`src/rtl/icb_console_slave.sv`:
```
// -----------------------------------------------------------------------------
// icb_console_slave
//
// ICB-attached console device. Bytes written to TXDATA are queued in a small
// FIFO and streamed out on a valid/ready character interface. A separate EXIT
// register lets software ask the simulation environment to stop with a code.
//
// Register map (offsets from BASE_ADDR, addr[1:0] ignored, 8 KB window):
//   0x000 TXDATA  write pushes wdata[7:0] when wmask[0]; read returns STATUS
//   0x004 STATUS  read-only: bit31 full, bit30 empty, [6:0] fill count
//   0x1000 EXIT   write latches wdata[7:0] into exit_code, sets exit_valid
//   Anything else (and writes to STATUS) -> err=1, rdata=0, no side effects.
//
// Parameters:
//   FIFO_DEPTH  TX FIFO entries, power of two in 2..64
//   BASE_ADDR   base of the decode window (8 KB aligned)
//
// Ports:
//   clk, rst_n                    clock, synchronous active-low reset
//   icb_cmd_valid/ready           command handshake
//   icb_cmd_addr/read/wdata/wmask command payload
//   icb_rsp_valid/ready           response handshake
//   icb_rsp_err/rdata             response payload
//   chr_valid/ready, chr_data     outgoing character stream
//   exit_valid, exit_code         sticky simulation exit request
//
// Optional feature macro: ICB_CONSOLE_CRLF_EN
//   When defined, each 8'h0A byte is emitted as 8'h0D followed by 8'h0A.
// -----------------------------------------------------------------------------
module icb_console_slave #(
  parameter int          FIFO_DEPTH = 8,
  parameter logic [31:0] BASE_ADDR  = 32'h1004_0000
) (
  input  logic        clk,
  input  logic        rst_n,
  input  logic        icb_cmd_valid,
  output logic        icb_cmd_ready,
  input  logic [31:0] icb_cmd_addr,
  input  logic        icb_cmd_read,
  input  logic [31:0] icb_cmd_wdata,
  input  logic [3:0]  icb_cmd_wmask,
  output logic        icb_rsp_valid,
  input  logic        icb_rsp_ready,
  output logic        icb_rsp_err,
  output logic [31:0] icb_rsp_rdata,
  output logic        chr_valid,
  input  logic        chr_ready,
  output logic [7:0]  chr_data,
  output logic        exit_valid,
  output logic [7:0]  exit_code
);

  localparam int AW = $clog2(FIFO_DEPTH);
  localparam int CW = AW + 1;

  // ---------------------------------------------------------------------------
  // State
  // ---------------------------------------------------------------------------
  logic [7:0]    fifo_mem [FIFO_DEPTH];
  logic [AW-1:0] wr_ptr_reg;
  logic [AW-1:0] rd_ptr_reg;
  logic [CW-1:0] count_reg;

  // Goes high on the first edge out of reset so cmd_ready is low while in reset.
  logic          up_reg;
  logic          rsp_valid_reg;
  logic          rsp_err_reg;
  logic [31:0]   rsp_rdata_reg;
  logic          exit_valid_reg;
  logic [7:0]    exit_code_reg;

  // ---------------------------------------------------------------------------
  // Address decode
  // ---------------------------------------------------------------------------
  logic        in_window;
  logic [10:0] word_sel;
  logic        sel_tx;
  logic        sel_status;
  logic        sel_exit;

  assign in_window  = (icb_cmd_addr[31:13] == BASE_ADDR[31:13]);
  assign word_sel   = icb_cmd_addr[12:2];
  assign sel_tx     = in_window && (word_sel == 11'h000);
  assign sel_status = in_window && (word_sel == 11'h001);
  assign sel_exit   = in_window && (word_sel == 11'h400);

  // ---------------------------------------------------------------------------
  // FIFO status and character output
  // ---------------------------------------------------------------------------
  logic        fifo_full;
  logic        fifo_empty;
  logic [31:0] status_word;
  logic [7:0]  head_byte;
  logic [7:0]  chr_out;
  logic        chr_fire;
  logic        pop;

  assign fifo_full   = (count_reg == CW'(FIFO_DEPTH));
  assign fifo_empty  = (count_reg == '0);
  assign status_word = {fifo_full, fifo_empty, 23'd0, 7'(count_reg)};
  assign head_byte   = fifo_mem[rd_ptr_reg];
  assign chr_fire    = chr_valid && chr_ready;

`ifdef ICB_CONSOLE_CRLF_EN
  // Set once the CR for the current LF head byte has been handed over; the LF
  // itself is then presented and popped on the following handshake.
  logic crlf_sent_reg;
  logic lf_stage;

  assign lf_stage = (head_byte == 8'h0A) && !crlf_sent_reg;
  assign chr_out  = lf_stage ? 8'h0D : head_byte;
  assign pop      = chr_fire && !lf_stage;

  always_ff @(posedge clk) begin
    if (!rst_n) begin
      crlf_sent_reg <= 1'b0;
    end else if (chr_fire) begin
      crlf_sent_reg <= lf_stage;
    end
  end
`else
  assign chr_out = head_byte;
  assign pop     = chr_fire;
`endif

  assign chr_valid = !fifo_empty;
  // Masked to zero when empty so stale RAM contents never leak out.
  assign chr_data  = fifo_empty ? 8'h00 : chr_out;

  // ---------------------------------------------------------------------------
  // Command acceptance
  // ---------------------------------------------------------------------------
  logic tx_write;
  logic tx_stall;
  logic accept;
  logic push;

  assign tx_write      = sel_tx && !icb_cmd_read;
  // A full FIFO only blocks the write when nothing drains it this cycle, so a
  // simultaneous push and pop at full goes through.
  assign tx_stall      = tx_write && fifo_full && !pop;
  assign icb_cmd_ready = up_reg && !rsp_valid_reg && !tx_stall;
  assign accept        = icb_cmd_valid && icb_cmd_ready;
  assign push          = accept && tx_write && icb_cmd_wmask[0];

  // ---------------------------------------------------------------------------
  // Response payload, computed from pre-update state
  // ---------------------------------------------------------------------------
  logic        rsp_err_next;
  logic [31:0] rsp_rdata_next;
  logic        exit_write;

  always_comb begin
    rsp_err_next   = 1'b0;
    rsp_rdata_next = 32'd0;
    exit_write     = 1'b0;
    if (sel_tx) begin
      if (icb_cmd_read) begin
        rsp_rdata_next = status_word;
      end
    end else if (sel_status) begin
      if (icb_cmd_read) begin
        rsp_rdata_next = status_word;
      end else begin
        rsp_err_next = 1'b1;
      end
    end else if (sel_exit) begin
      if (icb_cmd_read) begin
        rsp_rdata_next = {23'd0, exit_valid_reg, exit_code_reg};
      end else begin
        exit_write = 1'b1;
      end
    end else begin
      rsp_err_next = 1'b1;
    end
  end

  // ---------------------------------------------------------------------------
  // Sequential state
  // ---------------------------------------------------------------------------
  always_ff @(posedge clk) begin
    if (!rst_n) begin
      up_reg         <= 1'b0;
      rsp_valid_reg  <= 1'b0;
      rsp_err_reg    <= 1'b0;
      rsp_rdata_reg  <= 32'd0;
      wr_ptr_reg     <= '0;
      rd_ptr_reg     <= '0;
      count_reg      <= '0;
      exit_valid_reg <= 1'b0;
      exit_code_reg  <= 8'd0;
    end else begin
      up_reg <= 1'b1;

      // Accept is only possible with no response pending, so the two
      // branches never collide; payload changes only on acceptance.
      if (rsp_valid_reg && icb_rsp_ready) begin
        rsp_valid_reg <= 1'b0;
      end
      if (accept) begin
        rsp_valid_reg <= 1'b1;
        rsp_err_reg   <= rsp_err_next;
        rsp_rdata_reg <= rsp_rdata_next;
      end

      if (push) begin
        wr_ptr_reg <= wr_ptr_reg + 1'b1;
      end
      if (pop) begin
        rd_ptr_reg <= rd_ptr_reg + 1'b1;
      end
      case ({push, pop})
        2'b10:   count_reg <= count_reg + 1'b1;
        2'b01:   count_reg <= count_reg - 1'b1;
        default: count_reg <= count_reg;
      endcase

      if (accept && exit_write) begin
        exit_valid_reg <= 1'b1;
        exit_code_reg  <= icb_cmd_wdata[7:0];
      end
    end
  end

  // FIFO storage carries no reset; the pointers define what is valid.
  always_ff @(posedge clk) begin
    if (rst_n && push) begin
      fifo_mem[wr_ptr_reg] <= icb_cmd_wdata[7:0];
    end
  end

  assign icb_rsp_valid = rsp_valid_reg;
  assign icb_rsp_err   = rsp_err_reg;
  assign icb_rsp_rdata = rsp_rdata_reg;
  assign exit_valid    = exit_valid_reg;
  assign exit_code     = exit_code_reg;

  // Payload bits the register map does not use.
  logic unused_bits;
  assign unused_bits = ^{icb_cmd_wdata[31:8], icb_cmd_wmask[3:1], icb_cmd_addr[1:0]};

endmodule

```
`config.mk`:
```
export PLATFORM = sky130hd
export DESIGN_NAME = icb_console_slave
export DESIGN_NICKNAME = d
export VERILOG_FILES = /design/src/rtl/icb_console_slave.sv
export SDC_FILE = /design/constraint.sdc
export NUM_CORES = 1
export LEC_CHECK = 0
export ABC_AREA = 1
export CAP_MARGIN = 20
export CORE_MARGIN = 1
export CORE_UTILIZATION = 48
export DETAILED_ROUTE_END_ITERATION = 10
export PLACE_DENSITY = 0.79
export SLEW_MARGIN = 20
export SYNTH_ARGS = -nofsm -noshare
export SYNTH_HDL_FRONTEND = slang
export SYNTH_SLANG_ARGS = --single-unit
```
`constraint.sdc`:
```
create_clock -name clk -period 3.25 [get_ports clk]
set_clock_uncertainty 0.15 [all_clocks]
set_input_delay 0.65 -clock clk [delete_from_list [all_inputs] [get_ports clk]]
set_output_delay 0.65 -clock clk [all_outputs]
set_load 0.03 [all_outputs]
```
### Yosys cells after proc, flatten, opt, wreduce, memory -nomap -nowiden

Memories as Yosys holds them, arrays and structs flattened. A register that Yosys moved wholly into a read port is not among the register bits.
Cells that the tools add are included.

| cells by class | value |
|---|---|
| muxes and demuxes | 21 |
| reductions and logical operators | 24 |
| add/subtract/negate cells | 4 |
| eq/ne operators | 6 |

Operators by type and width:

| cell | count |
|---|---|
| 32-bit two-way mux | 3 |
| 19-bit by 16-bit == test with 1-bit output, second input constant | 1 |
| 9-bit two-way mux | 2 |
| 1-bit logical AND | 15 |
| 1-bit two-way mux | 12 |
| 11-bit by 1-bit == test with 1-bit output, second input constant | 1 |
| 11-bit == test, second input constant | 1 |
| 11-bit zero test | 1 |
| 8-bit two-way mux | 1 |
| 4-bit case mux with 2 select lines | 1 |
| 3-bit by 1-bit adder with 3-bit output, second input constant | 2 |
| 3-bit two-way mux | 2 |
| 1-bit zero test | 5 |
| 4-bit by 1-bit adder with 4-bit output, second input constant | 1 |
| 4-bit == test, second input constant | 1 |
| 4-bit zero test | 1 |
| 2-bit nonzero test | 2 |
| 4-bit by 1-bit subtractor with 4-bit output, second input constant | 1 |
| 2-bit by 1-bit == test with 1-bit output, second input constant | 1 |
| 2-bit == test, second input constant | 1 |

| storage, ports and cells | value |
|---|---|
| memory bits (writable) | 64 |
| bits in registers | 54 |
| memories | 1 |

Memories:

| name | depth | width | read ports | clocked after memory_dff | wr ports | line | source |
|---|---|---|---|---|---|---|---|
| fifo_mem | 8 | 8 | 1 | 1 | 1 | 59 | `logic [7:0] fifo_mem [FIFO_DEPTH];` |

### Longest topological paths before layout

Gate-level depths: netlist of run 1.

| logic depth | value |
|---|---|
| depth after elaboration | 13 |
| depth in mapped cells | 18 |
| gate-level depth less buffers | 18 |

### Least setup slack after synthesis of run 1

Ideal clock, no wire load.

| path | value |
|---|---|
| path type | input port to flip-flop |
| start | in icb_cmd_addr[9] |
| end | reg count_reg[3] |
| stages on the path | 18 |
| path slack | 413 ps |
| library setup time | 70 ps |
| data arrival time | 2617 ps |
| path through | inv_1 nand2_1 nor2_1 nand2_1 inv_1 nand2_2 nor2_1 nand3_1 nor2_2 inv_1 ha_1 ha_1 nand2_1 nor2_1 a211oi_1 xor2_1 nand2_1 a21oi_1 |

| between the ends | value |
|---|---|
| longest elaborated chain between the ends | 12 |
| elaborated cells on any way between the ends | 14 |
| those cells by class | eq/ne: 2; mux: 1; reduce/logical: 11 |

Ends and longest elaborated chain:

| element | line | source |
|---|---|---|
| start, declared | 38 | `input logic [31:0] icb_cmd_addr,` |
| 11-bit zero test * | 83 | `assign sel_tx = in_window && (word_sel == 11'h000);` |
| 1-bit logical AND * | 83 |  |
| 1-bit logical AND * | 138 | `assign tx_write = sel_tx && !icb_cmd_read;` |
| 1-bit logical AND (2 in a row) | 141 | `assign tx_stall = tx_write && fifo_full && !pop;` |
| 1-bit zero test | 142 | `assign icb_cmd_ready = up_reg && !rsp_valid_reg && !tx_stall;` |
| 1-bit logical AND | 142 |  |
| 1-bit logical AND | 143 | `assign accept = icb_cmd_valid && icb_cmd_ready;` |
| 1-bit logical AND * (2 in a row) | 144 | `assign push = accept && tx_write && icb_cmd_wmask[0];` |
| 2-bit by 1-bit == test with 1-bit output or 2-bit == test (tied branches) | 212 | `case ({push, pop})` |
| 4-bit case mux with 2 select lines or 2-bit nonzero test (tied branches) | -- |  |
| end signal, assigned | 213 | `2'b10: count_reg <= count_reg + 1'b1;` |
| end signal, assigned | 214 | `2'b01: count_reg <= count_reg - 1'b1;` |
| end signal, assigned | 215 | `default: count_reg <= count_reg;` |
| end, declared | 62 | `logic [CW-1:0] count_reg;` |

Every way passes the cells marked *; elsewhere a longest branch is shown, timed or not.
A chain may end at the register's enable or synchronous reset.

==> results of run 1 <==
[per-stage QoR]
stage	total power, W	utilization
detailed placement	0.00279	0.601
global route	0.00375	0.624
global placement	0.00274	0.601
CTS	0.00352	0.621
floorplan	0.00229	-
finish	0.00355	0.624
[final cells by class]
cell class | count | area (sq um) | area share
Sequential cell | 100 | 2640 | 0.458
Multi-Input combinational cell | 333 | 1580 | 0.275
Timing Repair Buffer | 106 | 986 | 0.171
Inverter | 55 | 206 | 0.0358
Tap cell | 129 | 161 | 0.0280
Clock buffer | 10 | 138 | 0.0239
Clock inverter | 6 | 47.5 | 0.00824
[where the power goes]
| group | switching [W] | total (W) | internal (W) |
|---|---|---|---|
| registers | 0.0000697 | 0.00146 | 0.00139 |
| logic | 0.000825 | 0.00135 | 0.000524 |
| clock network | 0.000432 | 0.000739 | 0.000306 |
| total | 0.00133 | 0.00355 | 0.00222 |
[cell families (layout without fill, tap and decap cells)]
| logic type | after synthesis | in the layout |
|---|---|---|
| XOR/XNOR | 3 | 3 |
| AND/OR/NAND/NOR | 217 | 217 |
| buffers and inverters | 92 | 177 |
| AO/OA/AOI/OAI | 86 | 86 |
| adder cells (fa/ha/maj) | 6 | 6 |
| other | 1 | 21 |
| flip-flops | 100 | 100 |
[routing by layer]
metal | share of wire | up-vias | track usage
met5 | 0 | - | 0
met4 | 0.017 | 0 | 0.0701
li1 | - | 1824 | -
met3 | 0.066 | 18 | 0.0548
met1 | 0.41 | 1697 | 0.270
met2 | 0.50 | 165 | 0.395
[worst register-to-register path, cell delays in order, from the launching register on]
cell      delay, ns
dfxtp_1        0.39
nor4_2         0.44
inv_2          0.20
nand2_1        0.12
inv_1          0.12
ha_1           0.30
ha_1           0.29
nand2_1        0.06
nor2_1         0.05
a211oi_2       0.23
xor2_1         0.19
nand2_1        0.07
a21oi_1        0.11
[worst max path at each step]
stage                          endpoint  slack (ns)  cells after the start
after floorplan            count_reg[3]        0.41                     18
after global placement     count_reg[3]       -0.09                     18
after detailed placement   count_reg[3]       -0.26                     19
after CTS                 icb_cmd_ready        0.02                     11
after global routing       count_reg[3]       -0.03                     19
final                       chr_data[2]        0.11                      7
[cell usage after synthesis]
library cell | number | area, sq um
conb_1 | 1 | 3.75
dfxtp_1 | 36 | 721
a211oi_1 | 1 | 7.51
nor3_1 | 2 | 10.0
nor4_1 | 1 | 6.26
nand4_2 | 1 | 12.5
nand3_2 | 1 | 10.0
a31oi_1 | 8 | 50.1
inv_1 | 54 | 203
clkbuf_1 | 11 | 41.3
nor3_2 | 1 | 10.0
nand4_1 | 2 | 12.5
nor2_1 | 106 | 398
buf_2 | 2 | 10.0
o21bai_1 | 1 | 7.51
nor2_4 | 2 | 22.5
nand3_4 | 1 | 17.5
edfxtp_1 | 64 | 1920
o21ai_0 | 45 | 225
nand3_1 | 20 | 100
o22ai_1 | 8 | 50.1
nand2_1 | 74 | 278
fa_1 | 1 | 20.0
buf_6 | 1 | 11.3
o21ai_1 | 2 | 10.0
nand2_2 | 2 | 12.5
buf_1 | 1 | 3.75
buf_4 | 22 | 165
ha_1 | 5 | 62.6
xnor2_1 | 2 | 17.5
and3_1 | 1 | 6.26
a21oi_1 | 21 | 105
nor2_2 | 3 | 18.8
inv_2 | 1 | 3.75
xor2_1 | 1 | 8.76
[what timing repair did]
action,CTS,global route
buffers inserted,0,0
setup endpoints to repair,4,8
resized for setup,1,6
==> flow_summary.toml, run 1 <==
[status]
status = "finished, final reports clean"

[timing]
timing.fmax_ghz = 0.318
period_share = 0.967
tightestPinTransition_ns = 0.616
finalCriticalPeriod_ns = 3.14
slew_headroom = 0.588
setup_viol = 0
slew_viol_final = 0
tns_ns = 0
holdWs_ns = 0.317
postLayoutSetupSlackWorst_ns = 0.109
hold_viol_final = 0

[grt]
grt_pass1_vias = 3699
grt_max_degree = 21
grtUsageTotal = 0.224
grt_pass1_wl_microns = 17300
antenna_found_initial = 0
grt-ovfl-total = 0

[worst_setup_path]
crit_type = "reg -> out"
reg2reg_depth = 12
cpMostUsedCell = "o21ai_0"
rrSetupSlack_ns = 0.48
path_max_fanout = 12
cp_slowest_stage_delay_ns = 0.70
path_cells = "inv_1 -> buf_4 -> o21ai_0 -> o22ai_1 -> o21ai_0 -> a31oi_1 -> clkdlybuf4s50_1"
r2r_start = "count_reg[3]"
critPathRequiredTime_ns = 2.45
path_buf_inv = 3
cp-start-kind = "register"
end_kind = "primary output"
critical-path-top-delay-family = "buffers and inverters"
slowest_stage = "clkdlybuf4s50_1"
r2r-end = "count_reg[3]"
arrival_ns = 2.34

[floorplan]
die_x_microns = 99.5
ios = 127
std_cell_rows = 35
dieArea_sq_mm = 0.00990
start_util = 0.494
die_h_microns = 99.5
core_area_sq_mm = 0.00924

[route]
drt_iter0_drc = 189
drc = 0
wl_per_cell_microns = 14.3
drt_wl_total_microns = 10600
num_vias = 3704
antenna_left = 0
viasPerCell = 5.01
drtPass1Iterations = 5

[placed_design]
post-place-ws_ns = -0.258
io_buffer_count = 76
gp_congestion = 0.782
placed_cells_incl_taps = 723
dp_hpwl_microns = 7520
placed_area_sq_mm = 0.00555

[power]
p_per_area_mw_per_mm2 = 616
ir_worst_vdd_v = 0.000298
cellLeakagePower_nw = 2.24

[finish]
fin_cells = 739
largest_reg_flops = 64
final_cell_mix = "nor2_1, nand2_1, clkdlybuf4s50_1"
layout_commonest_cell = "nor2_1"
diodes = 0
nFillCells = 754
layout-drive-gt1-share = 0.107
design_area_sq_mm = 0.00577
nets = 685
area_delta_synth_final_pct = 26.4

[clock_tree]
clock_sinks = 100
cts_buffer_depth = 2
h-tree-depth = 3
cts_inserted_buffers = 9
cts_tree = "done"
hold_buffers = 0
clk_latency_ns = 0.36
root_buffer = "clkbuf_8"
path_clk_slew_ns = 0.09

[worst_hold_path]
hp-class = "reg -> reg"
hold_start = "icb_rsp_rdata[7]"
min_path_cells = 2
hold_end = "icb_rsp_rdata[7]"

[synth]
netlist_instances = 505
synth_xor_area_frac = 0.00576
ys_seq_elements = 100
yosysSeqAreaShare = 0.579
avgSynthCellArea_sq_um = 9.04
synth_top_family_by_area = "simple AND/OR/NAND/NOR gates"
synth_cell_types = 35
synth_compound_area_frac = 0.0998
syn-cell-area_sq_mm = 0.00456
synth-simple-area-share = 0.200
synth_fa_ha_area_frac = 0.0181
ys.warnings.count = 0
synthMuxAreaShare = 0

[run]
maxCapViolCount = 0
(Power assumes the default switching activity.)
==> inputs of run 2 (changes only) <==
--- a/config.mk
+++ b/config.mk
@@ -7,7 +7,6 @@
 export LEC_CHECK = 0
 export ABC_AREA = 1
 export CAP_MARGIN = 20
-export CORE_MARGIN = 1
 export CORE_UTILIZATION = 48
 export DETAILED_ROUTE_END_ITERATION = 10
 export PLACE_DENSITY = 0.79
==> results of run 2 <==
Final layout, timing and power as in run 1 (identical DEF).
